--- config.mk ---
export PLATFORM = sky130hd
export DESIGN_NAME = fetch_pc_unit_flat
export DESIGN_NICKNAME = d
export VERILOG_FILES = /design/src/rtl/fetch_pc_unit_pkg.sv /design/src/rtl/fetch_pc_unit_if.sv /design/src/rtl/fetch_pc_unit_ras_stack.sv /design/src/rtl/fetch_pc_unit.sv /design/src/flat_wrapper.sv
export SDC_FILE = /design/constraint.sdc
export NUM_CORES = 1
export LEC_CHECK = 0
export CAP_MARGIN = 20
export CORE_MARGIN = 10
export CORE_UTILIZATION = 55
export CTS_CLUSTER_DIAMETER = 80
export DETAILED_ROUTE_END_ITERATION = 8
export HOLD_SLACK_MARGIN = 0.15
export PLACE_DENSITY = 0.87
export SYNTH_ARGS = -nofsm -noshare
export SYNTH_HDL_FRONTEND = slang
export SYNTH_SLANG_ARGS = --single-unit
--- constraint.sdc ---
create_clock -name clk -period 6.5 [get_ports clk]
set_clock_uncertainty 0.15 [all_clocks]
set_input_delay 1.625 -clock clk [delete_from_list [all_inputs] [get_ports clk]]
set_output_delay 1.625 -clock clk [all_outputs]
set_load 0.005 [all_outputs]
--- src/rtl/fetch_pc_unit_pkg.sv ---
// rtl/fetch_pc_unit_pkg.sv - shared ISA constants and PC types for the fetch stage
package fetch_pc_unit_pkg;

  localparam int PC_W     = 16;
  localparam int INSTR_W  = 16;
  localparam int OPCODE_W = 4;
  localparam int FUNCT_W  = 3;

  typedef logic [PC_W-1:0] pc_t;

  localparam pc_t PC_RESET_DEFAULT = 16'h0000;

  localparam logic [OPCODE_W-1:0] OP_ALU   = 4'b0000;
  localparam logic [OPCODE_W-1:0] OP_JTYPE = 4'b0001;
  localparam logic [OPCODE_W-1:0] OP_LW    = 4'b0100;
  localparam logic [OPCODE_W-1:0] OP_SW    = 4'b0101;
  localparam logic [OPCODE_W-1:0] OP_BEQ   = 4'b0110;
  localparam logic [OPCODE_W-1:0] OP_FOR   = 4'b1000;

  typedef enum logic [FUNCT_W-1:0] {
    JF_JMP  = 3'b000,
    JF_CALL = 3'b001,
    JF_RET  = 3'b010
  } jfunct_e;

endpackage

--- src/rtl/fetch_pc_unit_if.sv ---
// rtl/fetch_pc_unit_if.sv - fetch stage bundle: imem address/stall, redirect inputs, ID-side outputs
interface fetch_pc_unit_if;
  import fetch_pc_unit_pkg::*;

  pc_t         imem_addr;
  logic        imem_stall;
  logic        stall_in;
  logic        br_taken;
  pc_t         br_target;
  logic        jmp_en;
  logic        call_en;
  logic        ret_en;
  pc_t         jmp_target;
  pc_t         ret_fallback;
  pc_t         id_pc;
  pc_t         id_pc_plus1;
  logic        id_valid;
  logic        ras_empty;
  logic [15:0] kill_count;

  modport master (
    output imem_addr, imem_stall, id_pc, id_pc_plus1, id_valid, ras_empty, kill_count,
    input  stall_in, br_taken, br_target, jmp_en, call_en, ret_en, jmp_target, ret_fallback
  );

  modport slave (
    input  imem_addr, imem_stall, id_pc, id_pc_plus1, id_valid, ras_empty, kill_count,
    output stall_in, br_taken, br_target, jmp_en, call_en, ret_en, jmp_target, ret_fallback
  );

endinterface

--- src/rtl/fetch_pc_unit_ras_stack.sv ---
// rtl/fetch_pc_unit_ras_stack.sv - circular return-address stack; a push when full overwrites the oldest entry
module ras_stack
  import fetch_pc_unit_pkg::*;
#(
  parameter int DEPTH = 4
) (
  input  logic clk,
  input  logic reset,
  input  logic push,
  input  logic pop,
  input  pc_t  push_data,
  output pc_t  top,
  output logic empty
);

  localparam int PTR_W = $clog2(DEPTH);
  localparam logic [PTR_W:0] FULL_COUNT = (PTR_W + 1)'(DEPTH);

  logic [PTR_W-1:0] ptr;
  logic [PTR_W:0]   count;
  pc_t              mem [DEPTH];

  assign empty = (count == '0);
  // ptr points at the next free slot, so the newest entry sits just below it
  assign top   = mem[ptr - PTR_W'(1)];

  always_ff @(posedge clk) begin
    if (!reset) begin
      ptr   <= '0;
      count <= '0;
    end else if (push) begin
      ptr <= ptr + PTR_W'(1);
      if (count != FULL_COUNT) count <= count + (PTR_W + 1)'(1);
    end else if (pop && !empty) begin
      ptr   <= ptr - PTR_W'(1);
      count <= count - (PTR_W + 1)'(1);
    end
  end

  always_ff @(posedge clk) begin
    if (reset && push) mem[ptr] <= push_data;
  end

endmodule

--- src/rtl/fetch_pc_unit.sv ---
// rtl/fetch_pc_unit.sv - fetch stage: PC register, redirect selection, wrong-path kill and ID PC/valid tracking
module fetch_pc_unit
  import fetch_pc_unit_pkg::*;
#(
  parameter pc_t RESET_PC  = PC_RESET_DEFAULT,
  parameter int  RAS_DEPTH = 4
) (
  input logic               clk,
  input logic               reset,
  fetch_pc_unit_if.master   bus
);

  pc_t         pc_q;
  pc_t         id_pc;
  logic        id_valid;
  logic [15:0] kill_count;
  pc_t         next_target;
  pc_t         ras_top;
  logic        ras_empty;
  logic        id_redirect;
  logic        redirect;
  logic        ras_push;
  logic        ras_pop;

  // a taken branch squashes the ID instruction, so its RAS side effect is dropped too
  assign id_redirect = bus.jmp_en | bus.call_en | bus.ret_en;
  assign redirect    = bus.br_taken | id_redirect;
  assign ras_push    = bus.call_en & ~bus.br_taken;
  assign ras_pop     = bus.ret_en & ~bus.br_taken;

  always_comb begin
    next_target = pc_q + 16'd1;
    if (bus.br_taken)                  next_target = bus.br_target;
    else if (bus.jmp_en | bus.call_en) next_target = bus.jmp_target;
    else if (bus.ret_en)               next_target = ras_empty ? bus.ret_fallback : ras_top;
  end

  ras_stack #(
    .DEPTH (RAS_DEPTH)
  ) u_ras (
    .clk       (clk),
    .reset     (reset),
    .push      (ras_push),
    .pop       (ras_pop),
    .push_data (id_pc + 16'd1),
    .top       (ras_top),
    .empty     (ras_empty)
  );

  always_ff @(posedge clk) begin
    if (!reset) begin
      pc_q       <= RESET_PC;
      id_pc      <= '0;
      id_valid   <= 1'b0;
      kill_count <= '0;
    end else if (redirect) begin
      pc_q       <= next_target;
      id_pc      <= pc_q;
      id_valid   <= 1'b0;
      kill_count <= kill_count + 16'd1;
    end else if (!bus.stall_in) begin
      pc_q     <= pc_q + 16'd1;
      id_pc    <= pc_q;
      id_valid <= 1'b1;
    end
  end

  assign bus.imem_addr   = pc_q;
  assign bus.imem_stall  = bus.stall_in & ~redirect;
  assign bus.id_pc       = id_pc;
  assign bus.id_pc_plus1 = id_pc + 16'd1;
  assign bus.id_valid    = id_valid;
  assign bus.ras_empty   = ras_empty;
  assign bus.kill_count  = kill_count;

endmodule

--- src/flat_wrapper.sv ---
// flat-port wrapper written by rule: the top's interface ports become plain ports
module fetch_pc_unit_flat import fetch_pc_unit_pkg::*;
#(
  parameter pc_t RESET_PC  = PC_RESET_DEFAULT,
  parameter int  RAS_DEPTH = 4
)
  (clk, reset, bus_imem_addr, bus_imem_stall, bus_id_pc, bus_id_pc_plus1, bus_id_valid, bus_ras_empty, bus_kill_count, bus_stall_in, bus_br_taken, bus_br_target, bus_jmp_en, bus_call_en, bus_ret_en, bus_jmp_target, bus_ret_fallback);
  fetch_pc_unit_if bus_i ();
  input logic clk;
  input logic reset;
  output wire logic [$bits(bus_i.imem_addr)-1:0] bus_imem_addr;
  output wire logic [$bits(bus_i.imem_stall)-1:0] bus_imem_stall;
  output wire logic [$bits(bus_i.id_pc)-1:0] bus_id_pc;
  output wire logic [$bits(bus_i.id_pc_plus1)-1:0] bus_id_pc_plus1;
  output wire logic [$bits(bus_i.id_valid)-1:0] bus_id_valid;
  output wire logic [$bits(bus_i.ras_empty)-1:0] bus_ras_empty;
  output wire logic [$bits(bus_i.kill_count)-1:0] bus_kill_count;
  input wire logic [$bits(bus_i.stall_in)-1:0] bus_stall_in;
  input wire logic [$bits(bus_i.br_taken)-1:0] bus_br_taken;
  input wire logic [$bits(bus_i.br_target)-1:0] bus_br_target;
  input wire logic [$bits(bus_i.jmp_en)-1:0] bus_jmp_en;
  input wire logic [$bits(bus_i.call_en)-1:0] bus_call_en;
  input wire logic [$bits(bus_i.ret_en)-1:0] bus_ret_en;
  input wire logic [$bits(bus_i.jmp_target)-1:0] bus_jmp_target;
  input wire logic [$bits(bus_i.ret_fallback)-1:0] bus_ret_fallback;
  assign bus_imem_addr = bus_i.imem_addr;
  assign bus_imem_stall = bus_i.imem_stall;
  assign bus_id_pc = bus_i.id_pc;
  assign bus_id_pc_plus1 = bus_i.id_pc_plus1;
  assign bus_id_valid = bus_i.id_valid;
  assign bus_ras_empty = bus_i.ras_empty;
  assign bus_kill_count = bus_i.kill_count;
  assign bus_i.stall_in = bus_stall_in;
  assign bus_i.br_taken = bus_br_taken;
  assign bus_i.br_target = bus_br_target;
  assign bus_i.jmp_en = bus_jmp_en;
  assign bus_i.call_en = bus_call_en;
  assign bus_i.ret_en = bus_ret_en;
  assign bus_i.jmp_target = bus_jmp_target;
  assign bus_i.ret_fallback = bus_ret_fallback;
  fetch_pc_unit #(.RESET_PC(RESET_PC), .RAS_DEPTH(RAS_DEPTH)) u_core (.clk(clk), .reset(reset), .bus(bus_i));
endmodule
# Word level (Yosys, flattened, before mapping)
# Memory sizes are Yosys's and may differ from the RTL's.
# Cells that the tools add are included.
# totals
regBits,54
latchBits,0
mem_count,1
ram_bits,64
wordCells,48
mem_bits_ro,0
# op_classes
n_reduce_logical,7
order_cmp,0
n_mux,15
n_eq_ne,3
shifts,0
addsub,7
bitwise_logic,9
multipliers,0
div_mod_pow,0
# mem_list
memory,depth,word_bits,read_ports,rd_ports_with_merged_regs,write_ports,line_no,text
u_core.u_ras.mem,4,16,1,0,1,fetch_pc_unit_ras_stack.sv:21,pc_t mem [DEPTH];
# op_table
operator,count
16-bit two-way mux,8
"16-bit by 1-bit adder with 16-bit output, second input constant",3
3-bit two-way mux,3
2-bit two-way mux,2
"2-bit by 1-bit inequality test with 1-bit output, second input constant",2
"3-bit by 1-bit adder with 3-bit output, second input constant",1
1-bit AND,3
3-bit zero test,1
"3-bit inequality test, second input constant",1
1-bit NOT,3
1-bit OR,3
"3-bit by 1-bit subtractor with 3-bit output, second input constant",1
"2-bit by 1-bit adder with 2-bit output, second input constant",1
1-bit logical AND,2
1-bit two-way mux,2
2-bit AND reduction,1
2-bit nonzero test,1
2-bit OR reduction,1
"2-bit by 1-bit subtractor with 2-bit output, second input constant",1
1-bit zero test,1

# Longest topological paths before layout
# Gate-level depths: netlist of run 1.
# An unclocked memory read counts as a cell.
# depth
ltp_word,7
depth_mapped,11
ltp_nobuf,7

# Cells and area by module
# Synthesis of run 1 repeated with hierarchy kept, for this count alone.
# hier_totals
hier_cells,507
hier_area_um2,5664.2
# modules_own_cells
module,seq_area_each_um2,instances,cells_per_inst,area_per_inst_um2
fetch_pc_unit,980.9,1,377,2981.6
ras_stack,2021.9,1,130,2682.6

# Least setup slack after synthesis of run 1
# OpenSTA, ideal clock, no wires.
# synth_timing
path_type,input-to-output
start,input bus_call_en
end,output bus_imem_stall
n_path_buf,2
stages,5
arrival_ns,2.585
t_required_ns,4.725
slack_ns,2.140
cell_sequence,buf_4 nor4_4 nand2_4 clkinv_2 buf_6
# synth_via
elab_chain_len,5
# synth_lines
item,line_no,text
start: declaration,flat_wrapper.sv:22,input wire logic [$bits(bus_i.call_en)-1:0] bus_call_en;
1-bit OR (2 in a row),fetch_pc_unit.sv:26,assign id_redirect = bus.jmp_en | bus.call_en | bus.ret_en;
1-bit OR,fetch_pc_unit.sv:27,assign redirect = bus.br_taken | id_redirect;
1-bit NOT,fetch_pc_unit.sv:69,assign bus.imem_stall = bus.stall_in & ~redirect;
1-bit AND,fetch_pc_unit.sv:69,
end: declaration,flat_wrapper.sv:12,output wire logic [$bits(bus_i.imem_stall)-1:0] bus_imem_stall;
# Every way passes these cells.

# Final worst setup path of run 1
# layout_timing
start,input bus_ret_en
end,output bus_imem_stall
# layout_via
elab_chain_len,4
# layout_lines
item,line_no,text
start: declaration,flat_wrapper.sv:23,input wire logic [$bits(bus_i.ret_en)-1:0] bus_ret_en;
1-bit OR,fetch_pc_unit.sv:26,
1-bit OR,fetch_pc_unit.sv:27,
1-bit NOT,fetch_pc_unit.sv:69,
1-bit AND,fetch_pc_unit.sv:69,
# Every way passes these cells.

==> results.yml, run 1 <==
run_status:
  outcome: "completed"
sta:
  finalCriticalPeriod_ns: 5.861
  fin_tns_setup_ns: 0
  hold_viol: 0
  fmax_mhz: 170.6
  fin_hold_ws_ns: 0.2968
  setup_viol_count_final: 0
  relSlewSlack_pct: 39.03
  drv_slew: 0
  tightest_slew_ns: 0.9145
  rsz0062_at_grt: "no"
  post-route-period-util_pct: 90.17
route:
  num_vias: 4766
  firstDrtPassIters: 7
  drtAntennaViolNets: 0
  routedWlPerCell_um: 22.04
  drtIter0Drc: 582
  vias_per_cell: 6.134
  drc_errors: 0
  totalWireLength_um: 17130
clock_network:
  postCtsSetupRepairBufs: 0
  postCtsResizedCells: 0
  cts_tree: "built"
  numCtsBuffers: 17
  h-tree-depth: 4
  cts.sinks: 118
  clk_latency_ns: 0.52
  clock_path_buffers: 2
  clkTransAtPathRegs_ns: 0.05
  cts.hold.buffers_added: 0
  root_buffer: "clkbuf_8"
layout:
  final_layout_size_suffix_gt1_share_pct: 7.764
  stdcell_count: 777
  final_nets: 694
  synthToLayoutAreaGrowth_pct: 32.03
  antennaDiodeCount: 0
die:
  core_um2: 9819
  dieArea_um2: 14590
  rows: 36
  die_h_um: 120.8
  die_w_um: 120.8
  start_util_pct: 56.89
  io_pins: 122
global_routing:
  grt_pass1_vias: 4911
  grt_overflow: 0
  antenna_found_initial: 0
  grt_pass1_wl_um: 27090
  grt_start_max_net_pins: 28
  grtUsageTotal_pct: 23.67
placement:
  dp.cells: 745
  portBuffers: 121
  dpl.hpwl_um: 11950
  gp_congestion: 0.9469
flow_run:
  max_cap_violations: 0
synthesis:
  yosysWarnings: 0
  synth_seq_cells: 118
  synthArstFlopShare_pct: 0
  synthFlopType: "edfxtp_1"
  synth_area_um2: 5587
  synth_edf_count: 64
  synth_fp_nets: 581
  syn_avg_cell_area_um2: 10.78
  syn_inst: 518
  yosysUniqueCellTypes: 49
  yosysSeqAreaShare_pct: 53.75
min_path:
  hold_class: "flip-flop to flip-flop"
  worst_hold_path.num_cells: 2
  hp-start: "u_core.bus.id_valid$_SDFFE_PP0N_"
  hold-path-endpoint: "u_core.bus.id_valid$_SDFFE_PP0N_"
worst_setup_path:
  end_kind: "primary output"
  required_ns: 4.72
  cp_data_arrival_time_ns: 4.09
  rr_endpoint: "u_core.bus.imem_addr[4]$_SDFFE_PN0N_"
  start_kind: "input pin"
  path_max_fanout: 27
  ff2ff_setup_slack_ns: 3.24
  rr_startpoint: "u_core.u_ras.ptr[0]$_SDFFE_PN0P_"
  crit_type: "input pin to primary output"
  r2r_cells: 8
power:
  ir_worst_vdd_uv: 176.9
  power.leakage_nw: 2.548
  p_per_area_nw_per_um2: 277.6
## critical path, cell delays in order
cell and delay, ns:
clkdlybuf4s50_1 0.70, nor4_4 0.59, nand2_4 0.31, clkinv_2 0.29, clkdlybuf4s50_1 0.56
## final cells by class
class                   count  area (µm²)
clock buffers              22       442.9
clock inverters            10       106.4
fillers                   695        2444
inverters                  13       50.05
multi-input cells         357        2366
flip-flops and latches    118        3003
well taps                 133       166.4
repair buffers            124        1241
## report_power, final
| group | total (mW) | leakage, nW | switching, mW | internal (mW) |
|---|---|---|---|---|
| Combinational | 0.324 | 1.26 | 0.168 | 0.156 |
| Sequential | 0.855 | 1.02 | 0.0381 | 0.817 |
| Clock | 0.869 | 0.264 | 0.318 | 0.550 |
## per-stage QoR
step	area [µm²]	worst slack, ns	util [%]	power, mW
after CTS	7376	0.6954	75.11	2.048
after global routing	7376	0.4802	75.11	2.118
after global placement	6812	0.7714	69.37	1.174
after detailed placement	6827	0.7020	69.52	1.184
after floorplan	5587	2.140	-	1.051
final	7376	0.6389	75.11	2.047
## placed cells by master (no fill, tap or decap), drive strengths merged, types with 2 or more instances in the layout
cell | netlist | layout
clkdlybuf4s50 | 0 | 121
nand2 | 75 | 75
edfxtp | 64 | 64
dfxtp | 54 | 54
a21oi | 45 | 45
nor2 | 38 | 38
o21ai | 24 | 24
xnor2 | 23 | 23
clkbuf | 18 | 22
xor2 | 19 | 19
nand3 | 18 | 18
mux4 | 16 | 16
nand4 | 13 | 13
inv | 12 | 12
and3 | 11 | 11
nor3 | 8 | 8
ha | 7 | 7
clkinv | 1 | 7
mux2i | 6 | 6
o221ai | 6 | 6
or3 | 5 | 5
a211oi | 5 | 5
a2111oi | 5 | 5
and4 | 4 | 4
a31oi | 4 | 4
o22ai | 4 | 4
nor2b | 3 | 3
nor4 | 3 | 3
buf | 12 | 3
nand2b | 2 | 2
o211ai | 2 | 2
clkinvlp | 0 | 2
bufinv | 0 | 2
and2 | 2 | 2
or2 | 2 | 2
## sequential cells by signal (all words and copies together) (netlist names)
signal and count:
u_core.bus.imem_addr 16, u_core.u_ras.mem 64, u_core.bus.id_pc 16, u_core.bus.kill_count 16
u_core.u_ras.ptr 2, u_core.bus.id_valid 1, u_core.u_ras.count 3
## kinds of logic (layout without fill, tap and decap cells)
family / Yosys count / count (layout) / synth area share, %
simple gates: 187 / 187 / 16.08
flops: 118 / 118 / 53.75
compound gates: 98 / 98 / 10.17
buf+inv: 43 / 169 / 3.897
xor+xnor: 42 / 42 / 6.584
mux: 22 / 22 / 7.592
fa+ha+maj: 8 / 8 / 1.926
## per-layer routing
metal	global-route usage, %	up-vias	share of wire, %
met1	28.96	2264	38
li1	-	2113	-
met3	7.538	45	10
met4	10.71	0	3.1
met2	37.48	344	48
met5	0	-	0
## how the worst max path moves through the flow
stage,end,slack (ns),start,cells after the start
2_1_floorplan,bus_imem_stall,2.14,bus_call_en,5
3_3_place_gp,bus_imem_stall,0.77,bus_call_en,5
3_5_place_dp,bus_imem_stall,0.70,bus_call_en,5
4_1_cts,bus_imem_stall,0.70,bus_call_en,5
5_1_grt,bus_imem_stall,0.48,bus_ret_en,5
6_report,bus_imem_stall,0.64,bus_ret_en,5
## cell usage after synthesis, drive strengths merged, types with 3 or more instances
| library cell | count | area share [%] |
|---|---|---|
| o22ai | 4 | 0.45 |
| mux2i | 6 | 1.1 |
| a31oi | 4 | 0.45 |
| o221ai | 6 | 0.94 |
| xor2 | 19 | 3.0 |
| nor2b | 3 | 0.34 |
| ha | 7 | 1.6 |
| nor3 | 8 | 0.72 |
| nand3 | 18 | 1.6 |
| a211oi | 5 | 0.67 |
| a2111oi | 5 | 0.78 |
| o21ai | 24 | 2.2 |
| clkbuf | 18 | 1.3 |
| nor4 | 3 | 0.60 |
| and4 | 4 | 0.63 |
| buf | 12 | 1.7 |
| and3 | 11 | 1.3 |
| inv | 12 | 0.81 |
| nand4 | 13 | 1.5 |
| nor2 | 38 | 2.6 |
| mux4 | 16 | 6.5 |
| or3 | 5 | 0.56 |
| dfxtp | 54 | 19 |
| nand2 | 75 | 5.2 |
| xnor2 | 23 | 3.6 |
| a21oi | 45 | 4.0 |
| edfxtp | 64 | 34 |
(Power assumes the default switching activity.)
==> run 2: changes to the inputs <==
--- a/config.mk
+++ b/config.mk
@@ -9,3 +9,3 @@
 export CORE_MARGIN = 10
-export CORE_UTILIZATION = 55
+export CORE_UTILIZATION = 51
 export CTS_CLUSTER_DIAMETER = 80
@@ -13,3 +13,3 @@
 export HOLD_SLACK_MARGIN = 0.15
-export PLACE_DENSITY = 0.87
+export PLACE_DENSITY = 0.81
 export SYNTH_ARGS = -nofsm -noshare
==> constraint.sdc (replaced) <==
create_clock -name clk -period 6.55 [get_ports clk]
set_clock_uncertainty 0.15 [all_clocks]
set_input_delay 1.6375 -clock clk [delete_from_list [all_inputs] [get_ports clk]]
set_output_delay 1.6375 -clock clk [all_outputs]
set_load 0.02 [all_outputs]
==> results.yml, run 2 (synthesis results as in run 1) <==
die:
  die_w_um: 124.7
  io_pins: 122
  dieArea_um2: 15540
  start_util_pct: 51.76
  rows: 38
  die_h_um: 124.7
  core_um2: 10790
layout:
  final_nets: 697
  synthToLayoutAreaGrowth_pct: 32.97
  final_cell_mix: "121 x clkdlybuf4s50_1, 74 x nand2_1, 64 x edfxtp_1, 54 x dfxtp_1, 45 x a21oi_1"
  final_layout_size_suffix_gt1_share_pct: 8.655
  stdcell_count: 787
  layout.cells.most_common: "clkdlybuf4s50_1"
  antennaDiodeCount: 0
  largest_reg_flops: 64
  top_register: "u_core.u_ras.mem"
sta:
  setup_viol_count_final: 0
  finalCriticalPeriod_ns: 5.753
  fmax_mhz: 173.8
  relSlewSlack_pct: 41.74
  fin_tns_setup_ns: 0
  drv_slew: 0
  tightest_slew_ns: 0.8729
  hold_viol: 0
  post-route-period-util_pct: 87.84
  rsz0062_at_grt: "no"
  fin_hold_ws_ns: 0.3137
clock_network:
  cts.sinks: 118
  clkTransAtPathRegs_ns: 0.05
  clk_latency_ns: 0.52
  clock_path_buffers: 2
  postCtsResizedCells: 0
  root_buffer: "clkbuf_8"
  cts.hold.buffers_added: 0
  cts_tree: "built"
  numCtsBuffers: 17
  h-tree-depth: 4
  postCtsSetupRepairBufs: 0
global_routing:
  grtUsageTotal_pct: 21.01
  grt_pass1_vias: 4634
  grt_start_max_net_pins: 27
  grt_overflow: 0
  antenna_found_initial: 0
  grt_pass1_wl_um: 26190
min_path:
  hold_class: "flip-flop to flip-flop"
route:
  firstDrtPassIters: 7
  vias_per_cell: 5.897
  drtAntennaViolNets: 0
  drc_errors: 0
  drtIter0Drc: 579
  totalWireLength_um: 16600
  routedWlPerCell_um: 21.09
  num_vias: 4641
power:
  ir_worst_vdd_uv: 196.2
  p_per_area_nw_per_um2: 280.9
  power_mw: 2.086
  power.leakage_nw: 2.585
placement:
  dp.cells: 755
  gp_congestion: 0.9235
  dpl.hpwl_um: 11780
  portBuffers: 121
worst_setup_path:
  required_ns: 4.76
  end_kind: "primary output"
  start_kind: "input pin"
  path_max_fanout: 17
  cp_data_arrival_time_ns: 3.97
  crit_type: "input pin to primary output"
run_status:
  outcome: "completed"
flow_run:
  max_cap_violations: 0
run 2: layout make-up:
| type | instances | area (µm²) |
|---|---|---|
| inverter | 13 | 50.05 |
| sequential | 118 | 3003 |
| fill | 775 | 3364 |
| clock buffer | 23 | 476.7 |
| clock inverter | 9 | 101.3 |
| timing repair buffer | 127 | 1256 |
| tap | 140 | 175.2 |
| multi-input combinational | 357 | 2366 |
run 2: worst max-delay path, cell delays in order:
cell and delay (ns):
clkdlybuf4s50_1 0.61, nor4_4 0.75, nand2_4 0.09, clkinv_2 0.21, clkdlybuf4s50_1 0.66
run 2: metrics by stage:
stage	utilization (%)	cell area [µm²]	worst slack, ns
after global routing	68.83	7428	0.7083
final	68.83	7428	0.7967
after floorplan	-	5587	2.144
after detailed placement	63.47	6850	0.8623
after CTS	68.83	7428	0.8331
after global placement	63.47	6850	0.9331
run 2: path summary, 6_finish.rpt:
kind / start / endpoint / slack [ns] / depth (start not counted)
worst max-delay path: bus_call_en / bus_imem_stall / 0.80 / 5
worst min-delay path: u_core.bus.id_valid$_SDFFE_PP0N_ / u_core.bus.id_valid$_SDFFE_PP0N_ / 0.31 / 2
worst min register to register: u_core.bus.id_valid$_SDFFE_PP0N_ / u_core.bus.id_valid$_SDFFE_PP0N_ / 0.31 / 2
worst max register to register: u_core.u_ras.ptr[1]$_SDFFE_PN0P_ / u_core.bus.imem_addr[4]$_SDFFE_PN0N_ / 3.79 / 7
run 2: report_power, final:
group	total [mW]	switching [mW]	internal (mW)	leakage, nW
sequential	0.848	0.0376	0.810	1.02
clock	0.891	0.313	0.578	0.289
combinational	0.347	0.189	0.158	1.27
run 2: layer usage:
layer	share of wire, %	vias up	global-route usage [%]	wire length [µm]
li1	-	2122	-	-
met1	42	2222	26.38	6951
met2	47	265	33.03	7755
met3	9.0	32	6.170	1499
met4	2.4	0	8.705	391
met5	0	-	0	0
